[src/rtl/bus_arbiter_if.sv]
// Bus arbiter signal bundle: CPU/DMA handshake inputs and arbitration outputs.
// master = the arbiter, slave = the CPU/DMA/video side driving the requests.
interface bus_arbiter_if #(
    parameter int CNT_W = 8
);
    logic             cpu_ce;
    logic             cpu_we;
    logic             dma_req;
    logic             dma_last;
    logic             wsync_req;
    logic             line_start;
    logic             halt_b;
    logic             rdy;
    logic             dma_grant;
    logic             bus_sel;
    logic [CNT_W-1:0] dma_cycles;

    modport master (
        input  cpu_ce, cpu_we, dma_req, dma_last, wsync_req, line_start,
        output halt_b, rdy, dma_grant, bus_sel, dma_cycles
    );

    modport slave (
        output cpu_ce, cpu_we, dma_req, dma_last, wsync_req, line_start,
        input  halt_b, rdy, dma_grant, bus_sel, dma_cycles
    );
endinterface

[src/rtl/bus_arbiter.sv]
// CPU / video-DMA bus arbiter: halts the CPU only after a read cycle, inserts
// turnaround gaps around each DMA grant, counts grant length and handles WSYNC stalls.
module bus_arbiter #(
    parameter int CNT_W       = 8,
    parameter int TURN_CYCLES = 1
) (
    input  logic          clk,
    input  logic          reset,
    bus_arbiter_if.master bus
);
    typedef enum logic [2:0] {
        S_CPU, S_HALT_PEND, S_TURN, S_DMA, S_RELEASE
    } state_e;

    localparam logic [1:0] TURN_LAST = 2'(TURN_CYCLES - 1);

    state_e           state_q, state_d;
    logic [1:0]       turn_cnt_q, turn_cnt_d;
    logic             halt_b_q, halt_b_d;
    logic             rdy_q, rdy_d;
    logic             dma_grant_q, dma_grant_d;
    logic             bus_sel_q, bus_sel_d;
    logic [CNT_W-1:0] dma_cycles_q, dma_cycles_d;

    function automatic logic [CNT_W-1:0] sat_inc(input logic [CNT_W-1:0] v);
        return (v == {CNT_W{1'b1}}) ? v : v + CNT_W'(1);
    endfunction

    always_ff @(posedge clk) begin
        if (reset) begin
            state_q    <= S_CPU;
            turn_cnt_q <= '0;
        end else begin
            state_q    <= state_d;
            turn_cnt_q <= turn_cnt_d;
        end
    end

    // HALT_PEND waits for a read cycle to finish so a CPU write is never cut short.
    always_comb begin
        state_d    = state_q;
        turn_cnt_d = turn_cnt_q;
        unique case (state_q)
            S_CPU: begin
                if (bus.dma_req) state_d = S_HALT_PEND;
            end
            S_HALT_PEND: begin
                if (!bus.dma_req) begin
                    state_d = S_CPU;
                end else if (bus.cpu_ce && !bus.cpu_we) begin
                    state_d    = S_TURN;
                    turn_cnt_d = '0;
                end
            end
            S_TURN: begin
                if (turn_cnt_q == TURN_LAST) state_d = S_DMA;
                else                         turn_cnt_d = turn_cnt_q + 2'd1;
            end
            S_DMA: begin
                if (bus.dma_last || !bus.dma_req) begin
                    state_d    = S_RELEASE;
                    turn_cnt_d = '0;
                end
            end
            S_RELEASE: begin
                if (turn_cnt_q == TURN_LAST) state_d = S_CPU;
                else                         turn_cnt_d = turn_cnt_q + 2'd1;
            end
            default: state_d = S_CPU;
        endcase
    end

    // Outputs are decoded from the next state so the registered copies line up with state_q.
    always_comb begin
        halt_b_d     = 1'b1;
        dma_grant_d  = 1'b0;
        bus_sel_d    = 1'b0;
        dma_cycles_d = dma_cycles_q;
        rdy_d        = rdy_q;
        unique case (state_d)
            S_TURN, S_RELEASE: halt_b_d = 1'b0;
            S_DMA: begin
                halt_b_d    = 1'b0;
                dma_grant_d = 1'b1;
                bus_sel_d   = 1'b1;
            end
            default: ;
        endcase
        if (state_q == S_DMA)
            dma_cycles_d = sat_inc(dma_cycles_q);
        else if (state_q == S_HALT_PEND && state_d == S_TURN)
            dma_cycles_d = '0;
        if (bus.wsync_req)       rdy_d = 1'b0;
        else if (bus.line_start) rdy_d = 1'b1;
    end

    always_ff @(posedge clk) begin
        if (reset) begin
            halt_b_q     <= 1'b1;
            rdy_q        <= 1'b1;
            dma_grant_q  <= 1'b0;
            bus_sel_q    <= 1'b0;
            dma_cycles_q <= '0;
        end else begin
            halt_b_q     <= halt_b_d;
            rdy_q        <= rdy_d;
            dma_grant_q  <= dma_grant_d;
            bus_sel_q    <= bus_sel_d;
            dma_cycles_q <= dma_cycles_d;
        end
    end

    assign bus.halt_b     = halt_b_q;
    assign bus.rdy        = rdy_q;
    assign bus.dma_grant  = dma_grant_q;
    assign bus.bus_sel    = bus_sel_q;
    assign bus.dma_cycles = dma_cycles_q;
endmodule
[src/flat_wrapper.sv]
// flat-port wrapper written by rule: the top's interface ports become plain ports
module bus_arbiter_flat 
#(
    parameter int CNT_W       = 8,
    parameter int TURN_CYCLES = 1
)
  (clk, reset, bus_cpu_ce, bus_cpu_we, bus_dma_req, bus_dma_last, bus_wsync_req, bus_line_start, bus_halt_b, bus_rdy, bus_dma_grant, bus_bus_sel, bus_dma_cycles);
  bus_arbiter_if #(.CNT_W(CNT_W)) bus_i ();
  input  logic clk;
  input  logic reset;
  input wire logic [$bits(bus_i.cpu_ce)-1:0] bus_cpu_ce;
  input wire logic [$bits(bus_i.cpu_we)-1:0] bus_cpu_we;
  input wire logic [$bits(bus_i.dma_req)-1:0] bus_dma_req;
  input wire logic [$bits(bus_i.dma_last)-1:0] bus_dma_last;
  input wire logic [$bits(bus_i.wsync_req)-1:0] bus_wsync_req;
  input wire logic [$bits(bus_i.line_start)-1:0] bus_line_start;
  output wire logic [$bits(bus_i.halt_b)-1:0] bus_halt_b;
  output wire logic [$bits(bus_i.rdy)-1:0] bus_rdy;
  output wire logic [$bits(bus_i.dma_grant)-1:0] bus_dma_grant;
  output wire logic [$bits(bus_i.bus_sel)-1:0] bus_bus_sel;
  output wire logic [$bits(bus_i.dma_cycles)-1:0] bus_dma_cycles;
  assign bus_i.cpu_ce = bus_cpu_ce;
  assign bus_i.cpu_we = bus_cpu_we;
  assign bus_i.dma_req = bus_dma_req;
  assign bus_i.dma_last = bus_dma_last;
  assign bus_i.wsync_req = bus_wsync_req;
  assign bus_i.line_start = bus_line_start;
  assign bus_halt_b = bus_i.halt_b;
  assign bus_rdy = bus_i.rdy;
  assign bus_dma_grant = bus_i.dma_grant;
  assign bus_bus_sel = bus_i.bus_sel;
  assign bus_dma_cycles = bus_i.dma_cycles;
  bus_arbiter #(.CNT_W(CNT_W), .TURN_CYCLES(TURN_CYCLES)) u_core (.clk(clk), .reset(reset), .bus(bus_i));
endmodule
[config.mk]
export PLATFORM = sky130hd
export DESIGN_NAME = bus_arbiter_flat
export DESIGN_NICKNAME = d
export VERILOG_FILES = /design/src/rtl/bus_arbiter_if.sv /design/src/rtl/bus_arbiter.sv /design/src/flat_wrapper.sv
export SDC_FILE = /design/constraint.sdc
export NUM_CORES = 1
export LEC_CHECK = 0
export ABC_CLOCK_PERIOD_IN_PS = 3900
export BUFFER_PORTS_ARGS = -buffer_cell sky130_fd_sc_hd__buf_4
export CAP_MARGIN = 40
export CORE_ASPECT_RATIO = 1.4
export CORE_MARGIN = 3
export CORE_UTILIZATION = 41
export CTS_BUF_LIST = sky130_fd_sc_hd__clkbuf_2
export CTS_CLUSTER_SIZE = 30
export DETAILED_ROUTE_END_ITERATION = 8
export PLACE_DENSITY = 0.65
export SYNTH_ARGS = -nofsm -noshare
export SYNTH_HDL_FRONTEND = slang
export SYNTH_SLANG_ARGS = --single-unit
[constraint.sdc]
create_clock -name clk -period 3.9 [get_ports clk]
set_input_delay 0.78 -clock clk [delete_from_list [all_inputs] [get_ports clk]]
set_output_delay 0.78 -clock clk [all_outputs]
set_load 0.01 [all_outputs]
==> flow_summary.json <==
{
  "run_status": "completed",
  "path_class": "register to output port",
  "cts-htree-levels": 1,
  "critical_path.startpoint_type": "register",
  "finalClockSkew_ns": 0.0103,
  "synth_ff_type": "dfxtp_1",
  "cellPowerDensity_mw_per_mm2": 259,
  "die_w_um": 45.3,
  "post_synth_num_cell_types": 33,
  "synth-adder-area-share": 0.0282,
  "grt_setup_unrepaired": "false",
  "synth-simple-area-share": 0.255,
  "antenna_left": 0,
  "crit_chain": "buf_4",
  "synth_compound_gate_area_share": 0.216,
  "synth_xor_xnor_area_share": 0.00987,
  "drc": 0,
  "initial_core_util": 0.444,
  "synthMuxAreaShare": 0.0451,
  "min-delay-path-class": "register to register",
  "max_cap_viol_count": 0,
  "timing.reg2reg.worst_path_depth": 5,
  "ctsHoldBuffers": 0,
  "ios": 20,
  "cts_num_sinks": 16,
  "power.leakage_uw": 0.000427,
  "wl_per_cell_um": 13.3,
  "mappedNetlistNets": 116,
  "core_region_area_sq_mm": 0.00200,
  "post-cts-setup-buffers": 0,
  "antennaDiodeCount": 0,
  "pre_cts_ws_ns": 2.01,
  "rel_slew_slack": 0.696,
  "placement_rows": 19,
  "die-area_sq_mm": 0.00277,
  "required_ns": 3.12,
  "async_reset_ff_frac": 0,
  "hold_path_startpoint": "u_core.turn_cnt_q[1]",
  "root_buffer_selected_by_cts": "clkbuf_2",
  "cp_top_family": "flip-flops",
  "tns_ns": 0,
  "worstHoldPathCells": 2,
  "timing.hold.worst_endpoint": "u_core.turn_cnt_q[1]",
  "timing.critical_path.fanout_max": 7,
  "synth_top_cells_by_area": "dfxtp_1 (36%), a21oi_1 (5.1%), mux2i_1 (4.5%), nor2_1 (4.2%), nand3_1 (3.9%)",
  "setup_viol": 0,
  "yosys_register_bits": 16,
  "global_route_wire_length_before_repair_um": 3080,
  "critical_path.endpoint_type": "output port",
  "viasPerCell": 5.56,
  "final-max-slew-violation-count": 0,
  "clkSlewWorstSetupHoldPaths_ns": 0.16,
  "hpwl_after_detailed_placement_um": 1430,
  "post_cts.resized_instances": 0,
  "synth_enable_flop_cells": 0,
  "grt.total_usage": 0.152,
  "cell_at_the_slowest_stage_of_the_critical_path": "dfxtp_1",
  "max_ir_drop_vdd_mv": 0.152,
  "gp_congestion": 0.833,
  "timing_hold_violations_final": 0,
  "combinational_family_with_the_most_area_after_synthesis": "simple AND/OR/NAND/NOR gates",
  "tightestPinTransition_ns": 0.455,
  "timing.rr.start": "u_core.bus.dma_cycles[0]",
  "drt_pre_antenna_iters": 4,
  "first_global_vias": 755,
  "fmax_mhz": 598,
  "critical-path-max-stage-delay_ns": 0.45,
  "synth.cell_area_sq_um": 887,
  "synth-seq-area-share": 0.361,
  "synth_largest_type_area_fraction": 0.361,
  "drt_iter0_drc": 21,
  "final_net_count": 134,
  "cts_buffers": 3,
  "post-route-worst-setup-slack_ns": 2.23,
  "synthesis.area_per_instance_sq_um": 8.37,
  "setup.reg_to_reg.worst_slack_ns": 2.24,
  "drive_above_1_share": 0.221,
  "worstPathBufferInverterCount": 1,
  "grt_overflow": 0,
  "vias": 795,
  "number_of_antenna_violations_at_the_first_check_in_global_routing": 0,
  "synth_warnings": 0,
  "place.port_buffers": 19,
  "post-synth-top-area-cell": "dfxtp_1",
  "cts-root-to-sink-buffers": 2,
  "die_h_um": 61.0,
  "place.detailed.instances": 140,
  "post-route-min-period_ns": 1.67,
  "wirelength_um": 1900,
  "cts_tree": "done",
  "r2r_end": "u_core.bus.dma_cycles[6]",
  "finish.cell_count_without_fillers": 143,
  "timing.critical_path.arrival_ns": 0.89,
  "worst_skew_pair.late_latency_ns": 0.30,
  "grt_max_degree": 19,
  "min_period_over_period": 0.429,
  "area_delta_synth_final_pct": 16.1,
  "cells_after_synth": 106
}
## kinds of logic (layout without fill, tap and decap cells)
group / after synthesis / in the layout
adder cells (fa/ha/maj): 2 / 2
XOR/XNOR: 1 / 1
multiplexers: 4 / 4
AO/OA/AOI/OAI: 28 / 28
AND/OR/NAND/NOR: 40 / 40
buffers and inverters: 15 / 31
flip-flops: 16 / 16
## metal layers
layer,share of wire,vias up,track usage,wire [um]
met5,0,-,0,0
met4,0.020,0,0.0962,38
met3,0.028,5,0.0205,54
met2,0.51,12,0.275,969
met1,0.44,365,0.161,835
li1,-,413,-,-
## area by class of cell
cell class | instances | area [sq um]
Fill cell | 215 | 967
Multi-Input combinational cell | 75 | 492
Sequential cell | 16 | 320
Timing Repair Buffer | 19 | 143
Inverter | 9 | 33.8
Tap cell | 21 | 26.3
Clock buffer | 3 | 15.0
## placed cells by master (no fill, tap or decap), types with 2 or more instances in the layout
master | netlist | layout
a21oi_1 | 9 | 9
a31oi_1 | 2 | 2
and3_1 | 4 | 4
buf_4 | 3 | 19
clkbuf_2 | 0 | 3
dfxtp_1 | 16 | 16
ha_1 | 2 | 2
inv_1 | 9 | 9
mux2i_1 | 4 | 4
nand2b_1 | 5 | 5
nand3_1 | 7 | 7
nand3b_1 | 4 | 4
nor2_1 | 10 | 10
nor3_1 | 2 | 2
o21ai_0 | 4 | 4
o21ai_1 | 2 | 2
o21bai_1 | 2 | 2
o32ai_1 | 3 | 3
or3_1 | 2 | 2
## worst max-delay path by stage
stage | start | slack [ns] | end | cells past startpoint
2_1_floorplan | bus_cpu_we | 2.21 | u_core.turn_cnt_q[1] | 4
3_5_place_dp | bus_dma_req | 2.01 | u_core.bus.dma_cycles[6] | 5
6_report | u_core.bus.dma_cycles[3] | 2.23 | bus_dma_cycles[3] | 1
4_1_cts | u_core.bus.dma_cycles[3] | 2.22 | bus_dma_cycles[3] | 1
5_1_grt | u_core.bus.dma_cycles[1] | 2.07 | u_core.bus.dma_cycles[6] | 5
3_3_place_gp | bus_cpu_we | 2.03 | u_core.turn_cnt_q[1] | 5
## cell usage after synthesis (3+ instances only)
cell type and n:
dfxtp_1 16, nor2_1 10, a21oi_1 9, inv_1 9, nand3_1 7, nand2b_1 5, and3_1 4, mux2i_1 4
nand3b_1 4, o21ai_0 4, buf_4 3, o32ai_1 3
## flip-flops by register name, summed over array words and instances (netlist names)
name                   count
u_core.bus.dma_cycles      8
u_core.bus.halt_b          1
u_core.turn_cnt_q          2
u_core.state_q             3
u_core.bus.dma_grant       1
u_core.bus.rdy             1
## per-stage QoR
step / utilization / instance area (sq um) / hold WS, ns / total power (uW)
after floorplan: - / 887 / 0.444 / 188
after global placement: 0.508 / 1010 / 0.462 / 196
after detailed placement: 0.508 / 1010 / 0.467 / 196
after CTS: 0.516 / 1030 / 0.488 / 270
after global routing: 0.516 / 1030 / 0.525 / 278
final: 0.516 / 1030 / 0.479 / 267
## worst min-delay path, delay by kind of cell (launching register included)
family,cells,cell delay [ns]
AO/OA/AOI/OAI,1,0.05
flip-flops,1,0.34
AND/OR/NAND/NOR,1,0.06
## power breakdown
group | internal (uW) | total (uW) | switching, uW
Sequential | 166 | 169 | 3.30
Combinational | 12.0 | 23.8 | 11.8
Clock | 21.0 | 74.3 | 53.4
(Power assumes the default switching activity.)
